<file path="config.mk">
export PLATFORM = sky130hd
export DESIGN_NAME = hilo_ctrl
export DESIGN_NICKNAME = d
export VERILOG_FILES = /design/src/rtl/hilo_pkg.sv /design/src/rtl/hilo_ctrl_div_step.sv /design/src/rtl/hilo_ctrl.sv
export SDC_FILE = /design/constraint.sdc
export NUM_CORES = 2
export LEC_CHECK = 0
export BUFFER_PORTS_ARGS = -buffer_cell sky130_fd_sc_hd__buf_2
export CAP_MARGIN = 0
export CORE_MARGIN = 2
export CORE_UTILIZATION = 40
export DETAILED_ROUTE_END_ITERATION = 10
export GPL_TIMING_DRIVEN = 1
export MAX_ROUTING_LAYER = met4
export REMOVE_ABC_BUFFERS = 1
export SLEW_MARGIN = 20
export SYNTH_ARGS = -nofsm -noshare
export SYNTH_HDL_FRONTEND = slang
export SYNTH_SLANG_ARGS = --single-unit
</file>
<file path="constraint.sdc">
create_clock -name clk -period 16.1 [get_ports clk]
set_input_delay 0.805 -clock clk [delete_from_list [all_inputs] [get_ports clk]]
set_output_delay 0.805 -clock clk [all_outputs]
set_load 0.03 [all_outputs]
</file>
<file path="src/rtl/hilo_pkg.sv">
// Shared types and constants for the HI/LO multiply/divide sequencer.
package hilo_pkg;

  localparam int DIV_STEPS = 32;

  localparam logic [1:0] OP_MUL = 2'b01;
  localparam logic [1:0] OP_DIV = 2'b10;

  typedef enum logic [2:0] {
    IDLE = 3'd0,
    MUL  = 3'd1,
    DIV  = 3'd2,
    FIX  = 3'd3,
    DONE = 3'd4
  } state_t;

  function automatic logic [31:0] abs32(input logic [31:0] v);
    return v[31] ? -v : v;
  endfunction

endpackage

</file>
<file path="src/rtl/hilo_ctrl_div_step.sv">
// One restoring-divide iteration: trial subtract, keep or restore.
// Latency: combinational.
// Backpressure: none; evaluated whenever the sequencer is in DIV.
module div_step (
  input  logic [32:0] rem_in,
  input  logic [31:0] divisor,
  output logic [32:0] rem_out,
  output logic        q_bit
);

  logic [33:0] diff;

  always_comb begin
    diff    = {1'b0, rem_in} - {2'b00, divisor};
    q_bit   = ~diff[33];
    rem_out = q_bit ? diff[32:0] : rem_in;
  end

endmodule

</file>
<file path="src/rtl/hilo_ctrl.sv">
// HI/LO sequencer: single-pass multiply, 32-step restoring divide, MTHI/MTLO.
// Latency: multiply commits 2 cycles after accept, divide 34 cycles after accept.
// Backpressure: stall holds EXE from the request cycle until the commit cycle.
module hilo_ctrl
  import hilo_pkg::*;
#(
  parameter int DIV_STEPS = hilo_pkg::DIV_STEPS
) (
  input  logic        clk,
  input  logic        rst,
  input  logic        op_valid,
  input  logic [1:0]  op,
  input  logic        is_signed,
  input  logic [31:0] src_a,
  input  logic [31:0] src_b,
  input  logic [1:0]  mthl,
  input  logic        exc_flush,
  output logic        stall,
  output logic        busy,
  output logic [31:0] hi,
  output logic [31:0] lo
);

  state_t      state_q, state_d;
  logic [31:0] a_q, b_q;   // a_q doubles as the dividend/quotient shift register
  logic [31:0] rem_q;
  logic [5:0]  cnt_q;
  logic        sgn_q, q_neg_q, r_neg_q;
  logic [31:0] hi_q, lo_q;

  logic        accept;
  logic [63:0] a_ext, b_ext, product;
  logic [32:0] step_rem;
  logic        step_q;
  logic        rem_unused;
  logic [31:0] quo_fix, rem_fix;

  assign accept = (state_q == IDLE) && op_valid && !exc_flush &&
                  ((op == OP_MUL) || (op == OP_DIV));

  div_step u_div_step (
    .rem_in  ({rem_q, a_q[31]}),
    .divisor (b_q),
    .rem_out (step_rem),
    .q_bit   (step_q)
  );

  // The partial remainder never reaches the divisor, so its top bit stays zero.
  assign rem_unused = step_rem[32];

  always_comb begin
    a_ext   = sgn_q ? {{32{a_q[31]}}, a_q} : {32'h0, a_q};
    b_ext   = sgn_q ? {{32{b_q[31]}}, b_q} : {32'h0, b_q};
    product = a_ext * b_ext;
    quo_fix = q_neg_q ? -a_q : a_q;
    rem_fix = r_neg_q ? -rem_q : rem_q;
  end

  always_comb begin
    state_d = state_q;
    case (state_q)
      IDLE: begin
        if (accept) state_d = (op == OP_MUL) ? MUL : DIV;
      end
      MUL:  state_d = DONE;
      DIV:  if (cnt_q == 6'd0) state_d = FIX;
      FIX:  state_d = DONE;
      DONE: state_d = IDLE;
      default: state_d = IDLE;
    endcase
    if (exc_flush) state_d = IDLE;
  end

  always_ff @(posedge clk or negedge rst) begin
    if (!rst) state_q <= IDLE;
    else      state_q <= state_d;
  end

  always_ff @(posedge clk or negedge rst) begin
    if (!rst) begin
      a_q     <= '0;
      b_q     <= '0;
      rem_q   <= '0;
      cnt_q   <= '0;
      sgn_q   <= 1'b0;
      q_neg_q <= 1'b0;
      r_neg_q <= 1'b0;
    end else if (accept) begin
      sgn_q <= is_signed;
      rem_q <= '0;
      cnt_q <= 6'(DIV_STEPS - 1);
      if ((op == OP_DIV) && is_signed) begin
        a_q     <= abs32(src_a);
        b_q     <= abs32(src_b);
        q_neg_q <= src_a[31] ^ src_b[31];
        r_neg_q <= src_a[31];
      end else begin
        a_q     <= src_a;
        b_q     <= src_b;
        q_neg_q <= 1'b0;
        r_neg_q <= 1'b0;
      end
    end else if (state_q == DIV) begin
      rem_q <= step_rem[31:0];
      a_q   <= {a_q[30:0], step_q};
      if (cnt_q != 6'd0) cnt_q <= cnt_q - 6'd1;
    end
  end

  // Commits are dropped when an exception flush lands on the same cycle.
  always_ff @(posedge clk or negedge rst) begin
    if (!rst) begin
      hi_q <= '0;
      lo_q <= '0;
    end else if ((state_q == MUL) && !exc_flush) begin
      hi_q <= product[63:32];
      lo_q <= product[31:0];
    end else if ((state_q == FIX) && !exc_flush) begin
      hi_q <= rem_fix;
      lo_q <= quo_fix;
    end else if (state_q == IDLE) begin
      if (mthl[1]) hi_q <= src_a;
      if (mthl[0]) lo_q <= src_a;
    end
  end

  assign stall = accept || (state_q == MUL) || (state_q == DIV) || (state_q == FIX);
  assign busy  = (state_q != IDLE);
  assign hi    = hi_q;
  assign lo    = lo_q;

endmodule
</file>
==> metrics.md <==
| Metric | Value |
|---|---|
| Top-area cell type share of the netlist area | `0.4754` |
| DRT Pass-1 Iters | `7` |
| Critical Path Max Stage Delay | `0.98 ns` |
| Ys async rst share | `1.000` |
| Die Span Y | `390.6 um` |
| Fill cells | `14,590` |
| Period utilization | `0.6496` |
| Mean post-synth cell area | `9.071 sq um` |
| Critical path endpoint category | `flip-flop` |
| Ys flop type | `dfrtp_1` |
| Register area share after synthesis | `0.07198` |
| Crit path time final | `10.46 ns` |
| CTS Buf Count | `17` |
| Share of cells above drive strength 1 | `0.04863` |
| Top achievable clock speed | `0.09562 GHz` |
| Die ar. | `152,600 sq um` |
| Hold_ws | `0.3080 ns` |
| RSZ-0062 raised after global routing | `no` |
| Final Slew Violations | `0` |
| Top cell type by total area after synthesis | `fa_1` |
| Final net count | `8,327` |
| Crit. Startpoint | `sgn_q$_DFFE_PN0P_` |
| Slew @ Worst Pin | `1.125 ns` |
| Post_cts resized | `0` |
| #FFs+latches synth | `172` |
| Drt wl/cell | `23.63 um` |
| Placed cell area | `62,310 sq um` |
| FF-to-FF Start | `sgn_q$_DFFE_PN0P_` |
| Relative slew margins | `0.2453` |
| Family with the most delay on the worst path | `adder cells` |
| Detailed Route Iter0 Violations | `3,635` |
| Critical path peak fanout | `21` |
| Setup crit start kind | `flip-flop` |
| CTS Buffer Depth | `2` |
| Remaining Overflow, GRT | `0` |
| Crit path kind | `reg2reg` |
| Clock Root Buffer | `clkbuf_16` |
| Setup_tns | `0 ns` |
| Max_cap viols | `0` |
| Synth top area cells | `fa_1 (48%), inv_1 (9.9%), ha_1 (7.3%)` |
| DP HPWL | `161,100 um` |
| Starting Density | `0.4040` |
| Total core area | `148,000 sq um` |
| Vias per cell | `5.329` |
| Post-synthesis instance total | `6,592` |
| Clk sinks | `172` |
| Synth warn | `0` |
| P&R area growth vs syn | `5.215%` |
| I/O Buffers | `138` |
| Clock transition at path regs | `0.09 ns` |
| Synth Cell Area | `59,790 sq um` |
| Hold_buf cts | `0` |
| Setup bufs post-CTS | `0` |
| Via count | `44,960` |
| GRT Util Overall | `0.2788` |
| Routed Antenna Nets | `0` |
| Final Hold Violating Endpoints | `0` |
| Finished Cell Area | `62,910 sq um` |
| Worst r2r path cells | `28` |
| GP Congestion | `0.9844` |
| Most common cell in the netlist | `inv_1` |
| Buf+Inv Stages, Crit Path | `6` |
| IO Pins | `139` |
| CP arrival | `10.82 ns` |
| Hold/Removal Path Class | `in2async` |
| Outcome | `finished, final reports clean` |
| First-pass GRT wire length | `306,700 um` |
| Vias in the first global route | `48,230` |
| Slowest CP cell | `dfrtp_1` |
| Die Span X | `390.6 um` |
| Critical path required time | `16.46 ns` |
| H-tree depth | `4` |
| Netlist cell types | `68` |
| Most frequent cells after synthesis | `inv_1 (1,583), fa_1 (1,420), nand2_1 (758)` |
| Num rows | `141` |
| Fin Clk Skew | `0.02104 ns` |
| Post-synth EDFFs | `0` |
| Final setup viols | `0` |
| Largest net degree at the start of global routing | `81` |
| Final WL | `199,400 um` |
| Place WS | `5.876 ns` |
| Initial antenna violation count | `22` |
| Insertion delay to the later sink of the worst-skew pair | `0.51 ns` |
| Worst setup margin | `5.641 ns` |
| Residual DRC | `0` |
| Cell repeated most along the worst path | `fa_1` |
| Crit path depth | `28` |
| CTS tree | `built` |
-- logic make-up (layout without fill, tap and decap cells) --
group                    Yosys count  after routing  share of synthesized area
XOR/XNOR                         272            272                    0.03984
AO/OA/AOI/OAI                    677            677                    0.07115
AND/OR/NAND/NOR                 1710           1710                     0.1381
other                              0              8                          0
adder cells (fa/ha/maj)         1770           1770                     0.5486
buffers and inverters           1941           1847                     0.1219
multiplexers                      50             50                   0.008412
flip-flops                       172            172                    0.07198
-- sequential cells by signal, summed over array words and instances (netlist names) --
register	count
b_q	32
lo	32
sgn_q	1
r_neg_q	1
q_neg_q	1
a_q	32
state_q	3
hi	32
rem_q	32
cnt_q	6
-- metrics by stage --
step	cells	util
floorplan	6235	-
global placement	8396	0.4209
detailed placement	8396	0.4209
CTS	8428	0.4249
global route	8435	0.4250
finish	8436	0.4250
-- routing by layer --
layer | wire, um | GRT usage | share of wire
met1 | 80740 | 0.3599 | 0.40
met2 | 92660 | 0.4340 | 0.46
met3 | 14820 | 0.04324 | 0.074
met4 | 11140 | 0.1252 | 0.056
met5 | 0 | - | 0
-- final cells by class --
class	instances	area [sq um]	share of cell area
clock buffer	18	429.2	0.006822
inverter	1584	5946	0.09451
sequential	172	4325	0.06875
multi-input combinational	4479	48230	0.7666
antenna	8	20.02	0.0003182
clock inverter	14	150.1	0.002387
timing repair buffer	231	1398	0.02222
tap	1930	2415	0.03838
-- path summary, 6_finish.rpt --
path / to / slack, ns
worst max-delay path: hi[30]$_DFFE_PN0P_ / 5.64
worst min-delay path: cnt_q[0]$_DFFE_PN0P_ / 0.31
worst max register to register: hi[30]$_DFFE_PN0P_ / 5.64
worst min register to register: state_q[1]$_DFFE_PN0P_ / 0.48
max in group asynchronous: b_q[16]$_DFFE_PN0P_ / 13.55
min in group clk: state_q[1]$_DFFE_PN0P_ / 0.48
-- cell usage in the layout (no fill, tap or decap), types with 13 or more instances in the layout --
cell / n
a211oi_1: 37
a21o_1: 64
a21oi_1: 154
a31oi_1: 44
and2_1: 511
and3_1: 33
buf_2: 137
buf_4: 93
clkbuf_16: 17
dfrtp_1: 155
dfrtp_2: 17
fa_1: 1420
ha_1: 349
inv_1: 1582
mux2i_1: 48
nand2_1: 756
nand2b_1: 14
nand3_1: 56
nand4_1: 23
nor2_1: 201
nor3_1: 31
nor4_1: 15
o211ai_1: 28
o21ai_0: 199
o21bai_1: 16
o31ai_1: 34
o41ai_1: 13
or3_1: 18
xnor2_1: 158
xor2_1: 114
Power is not shown: default switching activity piles up to over one toggle a cycle in this logic, so the estimate is an artifact.
